## src/rtl/cpu_datapath.sv

```systemverilog
// ---------------------------------------------------------------------------
// cpu_datapath
//
// Accumulator-style CPU datapath. Holds the architectural registers PC, IR,
// ACC and the Z/C flags, contains the ALU and the memory address/strobe
// muxing. All sequencing decisions come from an external control unit
// through the one-bit control inputs below; this block only executes them.
//
// Ports
//   clk        in   1   clock, all state updates on the rising edge
//   rstn       in   1   asynchronous active-low reset
//   selPC      in   1   PC load source: 1 = IR[15:0], 0 = mem_rdata[15:0]
//   loadIR     in   1   IR <= mem_rdata; also routes PC onto mem_addr
//   loadPC     in   1   load PC (wins over incPC)
//   incPC      in   1   PC <= PC + 1
//   loadacc    in   1   load ACC from the source picked by selacc
//   wr_en      in   1   memory write request (wins over rd_en)
//   rd_en      in   1   memory read request
//   selacc     in   2   ACC source: 00 ALU, 01 immediate, 10 mem_rdata, 11 hold
//   alu_op     in   8   ALU operation code
//   mem_rdata  in  32   memory read data (same-cycle)
//   mem_addr   out 16   memory address
//   mem_wdata  out 32   memory write data (= ACC)
//   mem_we     out  1   memory write strobe
//   mem_re     out  1   memory read strobe
//   opcode     out  8   IR[31:24]
//   z, c       out  1   zero / carry flags
//   acc        out 32   accumulator
//   pc         out 16   program counter
// ---------------------------------------------------------------------------
module cpu_datapath (
    input  logic        clk,
    input  logic        rstn,
    input  logic        selPC,
    input  logic        loadIR,
    input  logic        loadPC,
    input  logic        incPC,
    input  logic        loadacc,
    input  logic        wr_en,
    input  logic        rd_en,
    input  logic [1:0]  selacc,
    input  logic [7:0]  alu_op,
    input  logic [31:0] mem_rdata,
    output logic [15:0] mem_addr,
    output logic [31:0] mem_wdata,
    output logic        mem_we,
    output logic        mem_re,
    output logic [7:0]  opcode,
    output logic        z,
    output logic        c,
    output logic [31:0] acc,
    output logic [15:0] pc
);

    // ALU operation codes
    localparam logic [7:0] OpAdd = 8'h01;
    localparam logic [7:0] OpSub = 8'h02;
    localparam logic [7:0] OpMul = 8'h03;
    localparam logic [7:0] OpNot = 8'h05;
    localparam logic [7:0] OpOr  = 8'h06;
    localparam logic [7:0] OpXor = 8'h07;
    localparam logic [7:0] OpAnd = 8'h08;
    localparam logic [7:0] OpShl = 8'h09;
    localparam logic [7:0] OpShr = 8'h0A;

    // ACC source selects
    localparam logic [1:0] AccAlu  = 2'b00;
    localparam logic [1:0] AccImm  = 2'b01;
    localparam logic [1:0] AccMem  = 2'b10;

    // Architectural state
    logic [15:0] r_pc;
    logic [31:0] r_ir;
    logic [31:0] r_acc;
    logic        r_z;
    logic        r_c;

    // Next-state and ALU wires
    logic [15:0] w_pc_d;
    logic [31:0] w_ir_d;
    logic [31:0] w_acc_d;
    logic        w_z_d;
    logic        w_c_d;

    logic [31:0] w_imm;
    logic [32:0] w_sum;
    logic [31:0] w_diff;
    logic [63:0] w_prod;
    logic [31:0] w_alu_res;
    logic        w_alu_cy;
    logic        w_flag_upd;

    // Immediate is the low 24 bits of IR, zero-extended
    assign w_imm  = {8'h00, r_ir[23:0]};

    assign w_sum  = {1'b0, r_acc} + {1'b0, w_imm};
    assign w_diff = r_acc - w_imm;
    assign w_prod = {32'h0000_0000, r_acc} * {32'h0000_0000, w_imm};

    // ------------------------------------------------------------------
    // ALU: operand A = ACC, operand B = immediate
    // ------------------------------------------------------------------
    always_comb begin
        w_alu_res = r_acc;
        w_alu_cy  = 1'b0;
        case (alu_op)
            OpAdd: begin
                w_alu_res = w_sum[31:0];
                w_alu_cy  = w_sum[32];
            end
            OpSub: begin
                w_alu_res = w_diff;
                w_alu_cy  = (r_acc < w_imm);      // borrow
            end
            OpMul: begin
                w_alu_res = w_prod[31:0];
                w_alu_cy  = |w_prod[63:32];       // product overflowed 32 bits
            end
            OpNot: w_alu_res = ~r_acc;
            OpOr:  w_alu_res = r_acc | w_imm;
            OpXor: w_alu_res = r_acc ^ w_imm;
            OpAnd: w_alu_res = r_acc & w_imm;
            OpShl: begin
                w_alu_res = {r_acc[30:0], 1'b0};
                w_alu_cy  = r_acc[31];
            end
            OpShr: begin
                w_alu_res = {1'b0, r_acc[31:1]};
                w_alu_cy  = r_acc[0];
            end
            default: begin
                w_alu_res = r_acc;
                w_alu_cy  = 1'b0;
            end
        endcase
    end

    // ------------------------------------------------------------------
    // Next-state logic; every register sees only pre-edge values so any
    // mix of loadIR / loadPC / incPC / loadacc can share one edge.
    // ------------------------------------------------------------------
    always_comb begin
        w_ir_d = r_ir;
        if (loadIR) begin
            w_ir_d = mem_rdata;
        end
    end

    always_comb begin
        w_pc_d = r_pc;
        if (loadPC) begin
            w_pc_d = selPC ? r_ir[15:0] : mem_rdata[15:0];
        end else if (incPC) begin
            w_pc_d = r_pc + 16'd1;                // wraps naturally at 16 bits
        end
    end

    assign w_flag_upd = loadacc && (selacc == AccAlu);

    always_comb begin
        w_acc_d = r_acc;
        if (loadacc) begin
            case (selacc)
                AccAlu:  w_acc_d = w_alu_res;
                AccImm:  w_acc_d = w_imm;
                AccMem:  w_acc_d = mem_rdata;
                default: w_acc_d = r_acc;
            endcase
        end
    end

    always_comb begin
        w_z_d = r_z;
        w_c_d = r_c;
        if (w_flag_upd) begin
            w_z_d = (w_alu_res == 32'h0000_0000);
            w_c_d = w_alu_cy;
        end
    end

    // ------------------------------------------------------------------
    // State registers
    // ------------------------------------------------------------------
    always_ff @(posedge clk or negedge rstn) begin
        if (!rstn) begin
            r_pc  <= 16'h0000;
            r_ir  <= 32'h0000_0000;
            r_acc <= 32'h0000_0000;
            r_z   <= 1'b0;
            r_c   <= 1'b0;
        end else begin
            r_pc  <= w_pc_d;
            r_ir  <= w_ir_d;
            r_acc <= w_acc_d;
            r_z   <= w_z_d;
            r_c   <= w_c_d;
        end
    end

    // ------------------------------------------------------------------
    // Memory interface; strobes are purely combinational from controls,
    // write request masks the read strobe.
    // ------------------------------------------------------------------
    assign mem_addr  = loadIR ? r_pc : r_ir[15:0];
    assign mem_re    = loadIR | (rd_en & ~wr_en);
    assign mem_we    = wr_en;
    assign mem_wdata = r_acc;

    // Architectural visibility
    assign opcode = r_ir[31:24];
    assign z      = r_z;
    assign c      = r_c;
    assign acc    = r_acc;
    assign pc     = r_pc;

endmodule

```

## config.mk

```make
export PLATFORM = sky130hd
export DESIGN_NAME = cpu_datapath
export DESIGN_NICKNAME = d
export VERILOG_FILES = /design/src/rtl/cpu_datapath.sv
export SDC_FILE = /design/constraint.sdc
export NUM_CORES = 2
export LEC_CHECK = 0
export CAP_MARGIN = 15
export CORE_MARGIN = 5
export CORE_UTILIZATION = 45
export DETAILED_ROUTE_END_ITERATION = 6
export HOLD_SLACK_MARGIN = 0.08
export MAX_ROUTING_LAYER = met4
export PLACE_DENSITY = 0.7
export SLEW_MARGIN = 25
export SYNTH_ARGS = -nofsm -noshare
export SYNTH_HDL_FRONTEND = slang
export SYNTH_SLANG_ARGS = --single-unit
export TNS_END_PERCENT = 1
```

## constraint.sdc

```tcl
create_clock -name clk -period 8.2 [get_ports clk]
set_clock_uncertainty 0.05 [all_clocks]
set_input_delay 2.05 -clock clk [delete_from_list [all_inputs] [get_ports clk]]
set_output_delay 2.05 -clock clk [all_outputs]
set_load 0.02 [all_outputs]
```

==> out/results.tsv <==
stage	metric	value	unit
critical_path	path_depth	29	
global_routing	antenna_found_initial	3	
clock_tree	cts_tree	built	
job	cap_violations	0	
detailed_routing	num_vias	34744	
clock_tree	numCtsBuffers	9	
logic_synthesis	yosysTopAreaCell	fa_1	
logic_synthesis	synthXorXnorAreaFrac	1.57	%
logic_synthesis	synth_nets	5326	
sta	slew_headroom	16.7	%
finish	stdcell_count	5700	
sta	maxSlewViolCount	0	
floorplanning	initial_core_util	45.3	%
detailed_routing	drc_errors	0	
global_routing	grt-ovfl-total	0	
placed_design	hpwl	128000	um
finish	drive_gt1_share	15.1	%
critical_path	r2r_end	z	
sta	setup_slack	0.108	ns
finish	nets	5621	
placed_design	post-place-cells	5623	
sta	period_share	98.7	%
critical_path	crit_path_max_incr_delay	0.62	ns
critical_path	slowest_stage	a221oi_1	
critical_path	r2r-start	acc[3]	
critical_path	cp_top_family	adder cells	
sta	fin_tns_setup	0	ns
critical_path	worst-path-buf-inv	9	
global_routing	grt_pass1_vias	34744	
hold_path	min_to	r_ir[24]	
detailed_routing	viasPerCell	6.10	
sta	hold_viol	0	
finish	nFillCells	7281	
floorplanning	fp.dieW	289	um
floorplanning	rows	102	
critical_path	end_kind	register	
hold_path	hold_start	r_ir[24]	
logic_synthesis	yosysSeqAreaShare	5.84	%
logic_synthesis	synth.area.top_cells	fa_1, ha_1, inv_1, dfrtp_1, nor2_1	
hold_path	hold_depth	1	
logic_synthesis	syn_area_per_cell	8.06	um2
sta	rsz0062_at_grt	true	
critical_path	r2r_cells	29	
clock_tree	root_buffer	clkbuf_16	
critical_path	crit_type	register to register	
detailed_routing	wire_per_inst	28.0	um
finish	fin_util	54.3	%
critical_path	cp-start-kind	register	
logic_synthesis	synth-compound-area-share	13.7	%
detailed_routing	ant_nets	0	
critical_path	rrSetupSlack	0.11	ns
logic_synthesis	synthAdderAreaFrac	46.9	%
critical_path	crit_arrival	8.33	ns
logic_synthesis	synthCells	4356	
logic_synthesis	muxShareOfSynthArea	1.51	%
floorplanning	die_y	289	um
detailed_routing	first_iter_violations	4629	
sta	fmax	124	MHz
critical_path	crit_path_frequent_cell	inv_1	
clock_tree	htree_num_levels	3	
logic_synthesis	syn_area	35100	um2
floorplanning	ios	159	
placed_design	dpl_worst_slack	-0.694	ns
logic_synthesis	synthSimpleGateAreaFrac	18.0	%
hold_path	hp-class	register to register	
logic_synthesis	synthArstFlopShare	100	%
clock_tree	cts_max_path_buffers	2	
clock_tree	clk_pin_slew	0.08	ns
logic_synthesis	ys_warn_count	0	
logic_synthesis	synth_top_area_share	37.6	%
floorplanning	core_area	77500	um2
global_routing	grt_max_degree	54	
clock_tree	holdBufCountCts	0	
global_routing	grt_pass1_wl	231000	um
detailed_routing	drtPass1Iterations	7	
logic_synthesis	synth_top_family_by_area	adder cells	
sta	worst_slew_pin_slew	1.24	ns
detailed_routing	drt_wl_total	160000	um
finish	synthToLayoutAreaGrowth	19.8	%
global_routing	groute.usage.overall	38.4	%
clock_tree	cts_sinks	82	
sta	setup_violations	0	
clock_tree	clk-insertion-delay-late	0.36	ns
logic_synthesis	yosys_register_bits	82	
floorplanning	die_area	83700	um2
placed_design	place.gp.congestion	1.13	
critical_path	cp_max_fo	9	
run_status	status	completed	
critical_path	worstPathRequired	8.44	ns
logic_synthesis	ys.flop_type	dfrtp_1	
logic_synthesis	synth_edf_count	0	
placed_design	numPortBuffers	158	
sta	fin_crit	8.09	ns
logic_synthesis	synth_cell_types	95	
cell families after synthesis:
| kind of cell | after synthesis |
|---|---|
| and+or+nand+nor | 1418 |
| buffers and inverters | 1121 |
| adders and majority gates | 920 |
| AOI/OAI and AO/OA | 702 |
| DFF | 82 |
| xor gates and xnor gates | 63 |
| muxes | 50 |
synth_stat cells (13+ instances only):
cell,count
a211oi_1,26
a21o_1,40
a21oi_1,162
a221o_1,14
a221oi_1,41
a22oi_1,21
a31oi_1,23
and2_1,119
and3_1,24
buf_1,32
buf_2,17
buf_4,42
clkbuf_1,230
clkinv_1,16
dfrtp_1,82
fa_1,660
ha_1,259
inv_1,782
mux2_2,15
mux2i_1,34
nand2_1,499
nand2b_1,30
nand3_1,53
nand4_1,41
nor2_1,505
nor2b_1,16
nor3_1,45
nor4_1,28
o211ai_1,27
o21a_1,32
o21ai_0,116
o21bai_1,13
o22ai_1,27
o31ai_1,22
xnor2_1,47
xor2_1,16
worst max-delay path by stage:
| stage | from | to | slack, ns |
|---|---|---|---|
| final | acc[3] | z | 0.11 |
| after global routing | r_ir[5] | c | -0.12 |
| after CTS | acc[13] | c | 0.0003 |
| after detailed placement | acc[25] | c | -0.69 |
| after global placement | acc[27] | c | -0.62 |
| after floorplan | acc[24] | c | 0.21 |
metrics by stage:
stage / cell area [um2] / hold WS, ns
2_1_floorplan: 35100 / 0.432
3_3_place_gp: 40100 / 0.439
3_5_place_dp: 40100 / 0.445
4_1_cts: 40500 / 0.466
5_1_grt: 42100 / 0.501
6_report: 42100 / 0.464
cell usage in the layout, fill, tap and decap left out, drive strengths merged, types with 32 or more instances in the layout:
cell type / netlist / routed
nand2: 499 / 499
nor3: 47 / 47
nand3: 54 / 54
a221oi: 42 / 42
fa: 660 / 660
mux2i: 34 / 34
o21a: 32 / 32
clkdlybuf4s50: 0 / 155
o21ai: 122 / 122
and2: 120 / 120
a21oi: 163 / 163
inv: 784 / 781
buf: 91 / 445
dfrtp: 82 / 82
nand4: 41 / 41
nor2: 505 / 505
ha: 259 / 259
a21o: 40 / 40
xnor2: 47 / 47
what timing repair did:
action                     CTS  global route
hold endpoints to repair     0             0
setup buffers                1            55
cloned                       0             5
pin swaps                    4            87
gates resized for setup     22           251
setup endpoints to repair    3             5
registers in the layout, summed over array words and instances (netlist names):
name	count
acc	32
r_ir	32
pc	16
c	1
z	1
final cells by class:
class	instances	area (um2)	area share [%]
Sequential cell	82	2080	4.95
Inverter	800	3060	7.27
Antenna cell	4	10.0	0.0238
Tap cell	1040	1300	3.09
Timing Repair Buffer	605	5870	14.0
Multi-Input combinational cell	3153	29500	70.0
Clock buffer	9	225	0.535
Clock inverter	7	68.8	0.164
layer usage:
layer	routed length, um	track usage, %
met1	60400	49.7
met2	66200	55.0
met3	21300	11.5
met4	11700	19.1
met5	0	-
Power is left out: the tool's default activity adds up to more than one toggle a clock period on the data nets, which glitch-free logic cannot reach.
